===== src/rtl/row_sequencer.sv =====
`default_nettype none
// ============================================================================
// row_sequencer : issues one begin_mult per row, keeps the running argmax over
//                 the returned row results, and runs a watchdog on each row.
// Revision      : 1.0 - initial release
// ============================================================================
module row_sequencer #(
  parameter int NUM_ROWS       = 10,
  parameter int RESULT_WIDTH   = 16,
  parameter int TIMEOUT_CYCLES = 1023
) (
  input  logic                    clk,
  input  logic                    n_rst,
  input  logic                    start,
  output logic                    begin_mult,
  output logic [3:0]              row_select,
  input  logic                    done_row,
  input  logic [RESULT_WIDTH-1:0] row_result,
  input  logic                    overflow,
  output logic                    busy,
  output logic                    classify_done,
  output logic [3:0]              digit,
  output logic [RESULT_WIDTH-1:0] max_value,
  output logic                    any_overflow,
  output logic                    timeout
);

  localparam logic [3:0]  LAST_ROW = 4'(NUM_ROWS - 1);
  localparam logic [10:0] WD_LIMIT = 11'(TIMEOUT_CYCLES);

  typedef enum logic [1:0] {
    S_IDLE  = 2'd0,
    S_ISSUE = 2'd1,
    S_WAIT  = 2'd2,
    S_DONE  = 2'd3
  } state_t;

  state_t                  state_q, state_d;
  logic [3:0]              row_q, row_d;
  logic [10:0]             wd_q, wd_d;
  logic [3:0]              digit_q, digit_d;
  logic [RESULT_WIDTH-1:0] max_q, max_d;
  logic                    anyovf_q, anyovf_d;
  logic                    timeout_q, timeout_d;
  logic [RESULT_WIDTH-1:0] eff_value;

  // A saturated row counts as the largest possible value.
  assign eff_value = overflow ? {RESULT_WIDTH{1'b1}} : row_result;

  always_ff @(posedge clk or negedge n_rst) begin
    if (!n_rst) begin
      state_q   <= S_IDLE;
      row_q     <= 4'd0;
      wd_q      <= 11'd0;
      digit_q   <= 4'd0;
      max_q     <= '0;
      anyovf_q  <= 1'b0;
      timeout_q <= 1'b0;
    end else begin
      state_q   <= state_d;
      row_q     <= row_d;
      wd_q      <= wd_d;
      digit_q   <= digit_d;
      max_q     <= max_d;
      anyovf_q  <= anyovf_d;
      timeout_q <= timeout_d;
    end
  end

  always_comb begin
    state_d   = state_q;
    row_d     = row_q;
    wd_d      = wd_q;
    digit_d   = digit_q;
    max_d     = max_q;
    anyovf_d  = anyovf_q;
    timeout_d = timeout_q;
    case (state_q)
      S_IDLE: begin
        if (start) begin
          state_d   = S_ISSUE;
          row_d     = 4'd0;
          digit_d   = 4'd0;
          max_d     = '0;
          anyovf_d  = 1'b0;
          timeout_d = 1'b0;
        end
      end
      S_ISSUE: begin
        state_d = S_WAIT;
        wd_d    = 11'd0;
      end
      S_WAIT: begin
        if (done_row) begin
          // Strict compare keeps the lowest index on ties.
          if (row_q == 4'd0 || eff_value > max_q) begin
            digit_d = row_q;
            max_d   = eff_value;
          end
          if (overflow) anyovf_d = 1'b1;
          if (row_q < LAST_ROW) begin
            row_d   = row_q + 4'd1;
            state_d = S_ISSUE;
          end else begin
            state_d = S_DONE;
          end
        end else begin
          wd_d = wd_q + 11'd1;
          if (wd_q + 11'd1 == WD_LIMIT) begin
            state_d   = S_IDLE;
            timeout_d = 1'b1;
          end
        end
      end
      S_DONE:  state_d = S_IDLE;
      default: state_d = S_IDLE;
    endcase
  end

  assign begin_mult    = (state_q == S_ISSUE);
  assign classify_done = (state_q == S_DONE);
  assign busy          = (state_q == S_ISSUE) || (state_q == S_WAIT);
  assign row_select    = row_q;
  assign digit         = digit_q;
  assign max_value     = max_q;
  assign any_overflow  = anyovf_q;
  assign timeout       = timeout_q;

endmodule
`default_nettype wire


===== config.mk =====
export PLATFORM = sky130hd
export DESIGN_NAME = row_sequencer
export DESIGN_NICKNAME = d
export VERILOG_FILES = /design/src/rtl/row_sequencer.sv
export SDC_FILE = /design/constraint.sdc
export NUM_CORES = 1
export LEC_CHECK = 0
export ABC_AREA = 0
export BUFFER_PORTS_ARGS = -buffer_cell sky130_fd_sc_hd__buf_2
export CAP_MARGIN = 20
export CORE_MARGIN = 5
export CORE_UTILIZATION = 40
export CTS_CLUSTER_SIZE = 28
export DETAILED_ROUTE_END_ITERATION = 6
export PLACE_DENSITY = 0.68
export SYNTH_ARGS = -nofsm -noshare
export SYNTH_HDL_FRONTEND = slang
export SYNTH_SLANG_ARGS = --single-unit

===== constraint.sdc =====
create_clock -name clk -period 2.4 [get_ports clk]
set_input_delay 0.6 -clock clk [delete_from_list [all_inputs] [get_ports clk]]
set_output_delay 0.6 -clock clk [all_outputs]
set_load 0.05 [all_outputs]

; Word-level counts from Yosys, hierarchy flattened
; Cells that the tools add are included.
; Widths: inputs -> output; s select.
[op_classes]
add_sub_neg = 2
mul = 0
n_div = 0
magnitude_cmp = 2
n_eq_ne = 12
n_shift = 0
n_mux = 26
bitwise = 0
n_reduce_logical = 12
[ops]
columns = operator, n
row1 = $mux 16, 4
row2 = $pmux 16 s2, 1
row3 = $pmux 11 s2, 1
row4 = $mux 4, 5
row5 = $gt 16x16->1, 1
row6 = $pmux 4 s2, 2
row7 = $reduce_and 4->1, 4
row8 = $ne 2x2->1 const B, 7
row9 = $add 11x1->11 const B, 1
row10 = $eq 11x10->1 const B, 1
row11 = $mux 11, 1
row12 = $mux 2, 4
row13 = $pmux 2 s4, 1
row14 = $mux 1, 5
row15 = $add 4x1->4 const B, 1
row16 = $eq 2x2->1 const B, 2
row17 = $logic_not 4->1, 1
row18 = $lt 4x4->1 const B, 1
row19 = $pmux 1 s2, 2
row20 = $reduce_and 2->1, 2
row21 = $reduce_bool 2->1, 2
row22 = $ne 3x3->1 const B, 1
row23 = $eq 2x1->1 const B, 1
row24 = $logic_not 2->1, 1
row25 = $logic_or 1x1->1, 2
[word_totals]
regBits = 39
latchBits = 0
ram_bits = 0
mem_bits_ro = 0
input_bits = 21
output_inout_bits = 29
word_cells = 61
memories = 0

; Longest topological paths before layout
[depth]
word_depth = 6
ltp_mapped = 12
depth_no_buf = 9

; Least setup slack after synthesis
; OpenSTA, ideal clock, no wires.
[synth_timing]
path_kind = input -> register
from = in overflow
to = reg max_q[2] (netlist: max_value[2])
setup_ns = 0.123
arrival_ns = 2.537
required_ns = 2.277
path_slack_ns = -0.260
stages = 11
path_buffers = 3
cell_sequence = clkbuf_1 clkbuf_1 nor2_1 inv_1 ha_1 nand4_1 a2111o_1 nand4_1 nand3b_1 buf_2 o2bb2ai_1
[synth_via]
elab_chain_cells = 5
word_cells_on_any_way = 8
cone_classes = order compare: 1 / eq/ne: 1 / mux: 4 / reduce/logical: 2
[synth_lines]
columns = element, line_no
row1 = "start, declared", 19  ; input logic overflow,
row2 = $mux 16 (*), 48  ; assign eff_value = overflow ? {RESULT_WIDTH{1'b1}} : row_result;
row3 = $gt 16x16->1, 96  ; if (row_q == 4'd0 || eff_value > max_q) begin
row4 = $logic_or 1x1->1, 96
row5 = $ne 2x2->1 (no line), n/a
row6 = $reduce_and 4->1 (no line), n/a
row7 = "end signal, assigned", 64  ; max_q <= max_d;
row8 = "end, declared", 42  ; logic [RESULT_WIDTH-1:0] max_q, max_d;
; Every way passes the cells marked *; elsewhere a longest branch is shown, timed or not. The select of a mux whose other input is x is not followed.
; A chain may end at the register's enable or synchronous reset.

; Worst setup path in the final report
[layout_timing]
from = in overflow
to = reg max_q[0] (netlist: max_value[0])
; The elaborated chain is that of the path after synthesis.

==> run_results.csv <==
group,metric,value,unit
run_status,status,"finished, final reports clean",
global_routing,overflow,0,
sta,max_freq,443.8,MHz
clock_network,cts_tree,"yes",
critical_path,worst_ep_required_time,2.58,ns
critical_path,worstPathArrival,2.43,ns
global_routing,grt_pass1_vias,2185,
sta,finalCritPeriodShare,93.90,%
critical_path,crit_type,"input port to flop",
route,routed_via_density,5.253,
critical_path,worst-path-buf-inv,3,
route,drtPass1Iterations,4,
critical_path,regToRegStartpoint,"max_value[1]",
finish,num_antenna_cells,0,
route,routed_wl,6.063,mm
power_and_ir_drop,p_comb_share,50.6,%
route,vias,2264,
critical_path,cpLargestDelayFamily,"compound AO/OA/AOI/OAI gates",
place,place_congestion,0.8841,
clock_network,clock_latency,0.30,ns
sta,tightest_slew,0.5696,ns
critical_path,path_cells,"buf_6 -> nor2_4 -> inv_1 -> ha_1 -> nor2b_1 -> o211ai_1 -> a2111o_1 -> nand4_1 -> nand3b_1 -> buf_6 -> o2bb2ai_1",
job,maxCapViolCount,0,
min_path,hp-class,"input port to asynchronous set/reset pin",
place,dp_hpwl,4.586,mm
die,die_area,7969,um2
clock_network,cts_buffers,5,
place,portBuffers,49,
synthesis,yosysSeqAreaShare,38.83,%
power_and_ir_drop,clock_power_share,20.8,%
synthesis,ys_ff_latch,39,
power_and_ir_drop,p_sw_share,45.38,%
synthesis,post_synth_fa_ha_maj_area_fraction,12.44,%
sta,fin_tns_setup,0,ns
sta,rsz0062_at_grt,"no",
critical_path,cp-end-kind,"flop",
finish,area_growth,27.03,%
sta,drv_slew,0,
synthesis,syn_nets,328,
sta,max_slew_margin,61.67,%
die,ios,50,
power_and_ir_drop,seqPwrFrac,28.6,%
die,die_y,89.27,um
sta,clock_skew,0.01487,ns
critical_path,cpMaxStageDelayCell,"a2111o_1",
synthesis,ys_warn_count,0,
synthesis,syn_inst,282,
global_routing,antenna_found_initial,0,
finish,final_layout_size_suffix_gt1_share,29.21,%
synthesis,synth_top_family_by_area,"compound AO/OA/AOI/OAI gates",
synthesis,synth.area.mux_share,0,%
power_and_ir_drop,leakagePower,0.001517,uW
power_and_ir_drop,switchingPower,1430,uW
route,drt_iter0_drc,81,
critical_path,crit_start,"overflow",
critical_path,cp_max_fo,17,
route,drc,0,
finish,fin_nets,401,
clock_network,cts-root-buf,"clkbuf_8",
clock_network,ctsLongestPathBuffers,2,
clock_network,path_clk_slew,0.09,ns
critical_path,r2r-end,"max_value[0]",
global_routing,grt_pass1_wl,10.01,mm
sta,min_period,2.253,ns
die,die_w,89.27,um
sta,finalHoldViolCount,0,
synthesis,netlist_area,2514,um2
power_and_ir_drop,p_int,1722,uW
sta,final-setup-viol-count,0,
route,routedWlPerCell,14.07,um
synthesis,synth_xor_area_share,1.394,%
critical_path,startpoint_type,"input port",
synthesis,synth-simple-area-share,18.52,%
clock_network,cts_sinks,39,
power_and_ir_drop,vdd_drop_max,0.4970,mV
critical_path,r2r_slack,0.31,ns
route,ant_nets,0,
die,initial_utilization,41.72,%
clock_network,htreeDepth,2,
sta,setup_ws,0.1465,ns
critical_path,r2r_cells,9,
synthesis,yosysUniqueCellTypes,41,
critical_path,cpPeakStageDelay,0.39,ns
global_routing,grt_max_degree,27,
global_routing,track_usage,15.86,%
die,fp-row-count,28,
place,place_ws,-0.3290,ns
critical_path,critical_path.endpoint,"max_value[0]",
synthesis,synth_compound_area_share,19.96,%
critical_path,cp_common_cell,"buf_6",
synthesis,synth_area_per_cell,8.914,um2
critical_path,cp.depth,11,
power_and_ir_drop,powerDensity,987.1,nW/um2
die,coreArea,6026,um2
stage by stage:
step                      util (%)  total power, uW  std cells  hold slack, ns  instance area (um2)
after detailed placement     49.42             2491        420          0.4810                 2978
after global routing         52.99             3378        431          0.1862                 3193
after CTS                    51.72             3160        428          0.1851                 3117
final                        52.99             3152        431          0.1780                 3193
after floorplan                  -             2094        282          0.3044                 2579
after global placement       49.42             2476        420          0.4674                 2978
sequential cells by signal, indices dropped and copies added (netlist names):
name and cells:
max_value 16, any_overflow 1, timeout 1, row_select 4, digit 4, wd_q 11
state_q 2
worst min-delay path by stage:
stage / to / slack (ns) / from / depth (start not counted)
2_1_floorplan: any_overflow / 0.30 / n_rst / 0
3_3_place_gp: digit[1] / 0.47 / digit[1] / 1
3_5_place_dp: digit[0] / 0.48 / digit[0] / 1
4_1_cts: max_value[1] / 0.19 / n_rst / 1
5_1_grt: max_value[1] / 0.19 / n_rst / 1
6_report: max_value[1] / 0.18 / n_rst / 1
routing by layer:
layer / GRT usage, % / routed length (um)
met2: 27.80 / 2989
met3: 2.857 / 313
met4: 4.736 / 65
met5: 0 / 0
met1: 19.82 / 2694
cell usage after synthesis:
cell	instances	area share [%]
nand2_1	16	2.4
and3_2	1	0.30
nor2b_1	2	0.50
o31a_1	1	0.35
and2_1	1	0.25
o31ai_1	1	0.30
o21a_1	1	0.30
o2bb2ai_1	20	7.0
xnor2_1	2	0.70
and3_1	4	1.0
a31oi_1	9	2.2
o21ai_2	1	0.35
and4_2	2	0.80
nor4_1	2	0.50
o41ai_1	1	0.35
dfrtp_1	39	39
o22ai_1	2	0.50
nor4_4	1	0.85
o211ai_1	3	0.90
and4_1	1	0.35
buf_4	2	0.60
nand3_4	1	0.70
a21oi_1	14	2.8
clkinv_1	1	0.15
ha_1	25	12
or2_2	1	0.25
nor3_1	2	0.40
nand3_1	6	1.2
clkbuf_1	2	0.30
nand2b_1	3	0.75
nand4_1	13	3.2
a21o_1	2	0.60
buf_2	4	0.80
inv_1	41	6.1
a211oi_1	1	0.30
nor2_1	28	4.2
xor2_1	2	0.70
nand3b_1	3	0.90
a2111o_1	1	0.45
buf_6	2	0.90
o21ai_0	18	3.6
power groups by stage:
stage / logic (uW) / registers, uW / clock network (uW)
after CTS: 1580 / 902 / 674
after floorplan: 886 / 1210 / 0
after global placement: 1560 / 911 / 0
after global routing: 1750 / 921 / 708
after detailed placement: 1580 / 915 / 0
final: 1600 / 901 / 656
layout by cell type (no fill, tap or decap), types with 14 or more instances in the layout:
master	count
a21oi_1	14
buf_2	48
buf_4	26
dfrtp_1	39
ha_1	25
inv_1	41
nand2_1	16
nor2_1	16
o21ai_0	18
o2bb2ai_1	20
layout make-up:
type / count / area [um2]
clock buffers: 6 / 72.57
clock inverters: 2 / 60.06
fillers: 558 / 2833
multi-input cells: 191 / 1375
well taps: 75 / 93.84
inverters: 42 / 157.7
repair buffers: 76 / 457.9
flip-flops and latches: 39 / 975.9
cell families after synthesis:
family                   Yosys count
flip-flops                        39
buffers and inverters             52
AO/OA/AOI/OAI                     75
XOR/XNOR                           4
AND/OR/NAND/NOR                   87
adder cells (fa/ha/maj)           25
what timing repair did:
| action | CTS | global route |
|---|---|---|
| pin swaps | 1 | 7 |
| buffers inserted | 0 | 3 |
| hold buffers | 0 | 0 |
| endpoints found under the hold margin | 0 | 0 |
| gates resized for setup | 1 | 17 |
| setup endpoints to repair | 16 | 20 |
Note: power is estimated with default switching activity, not from simulation.
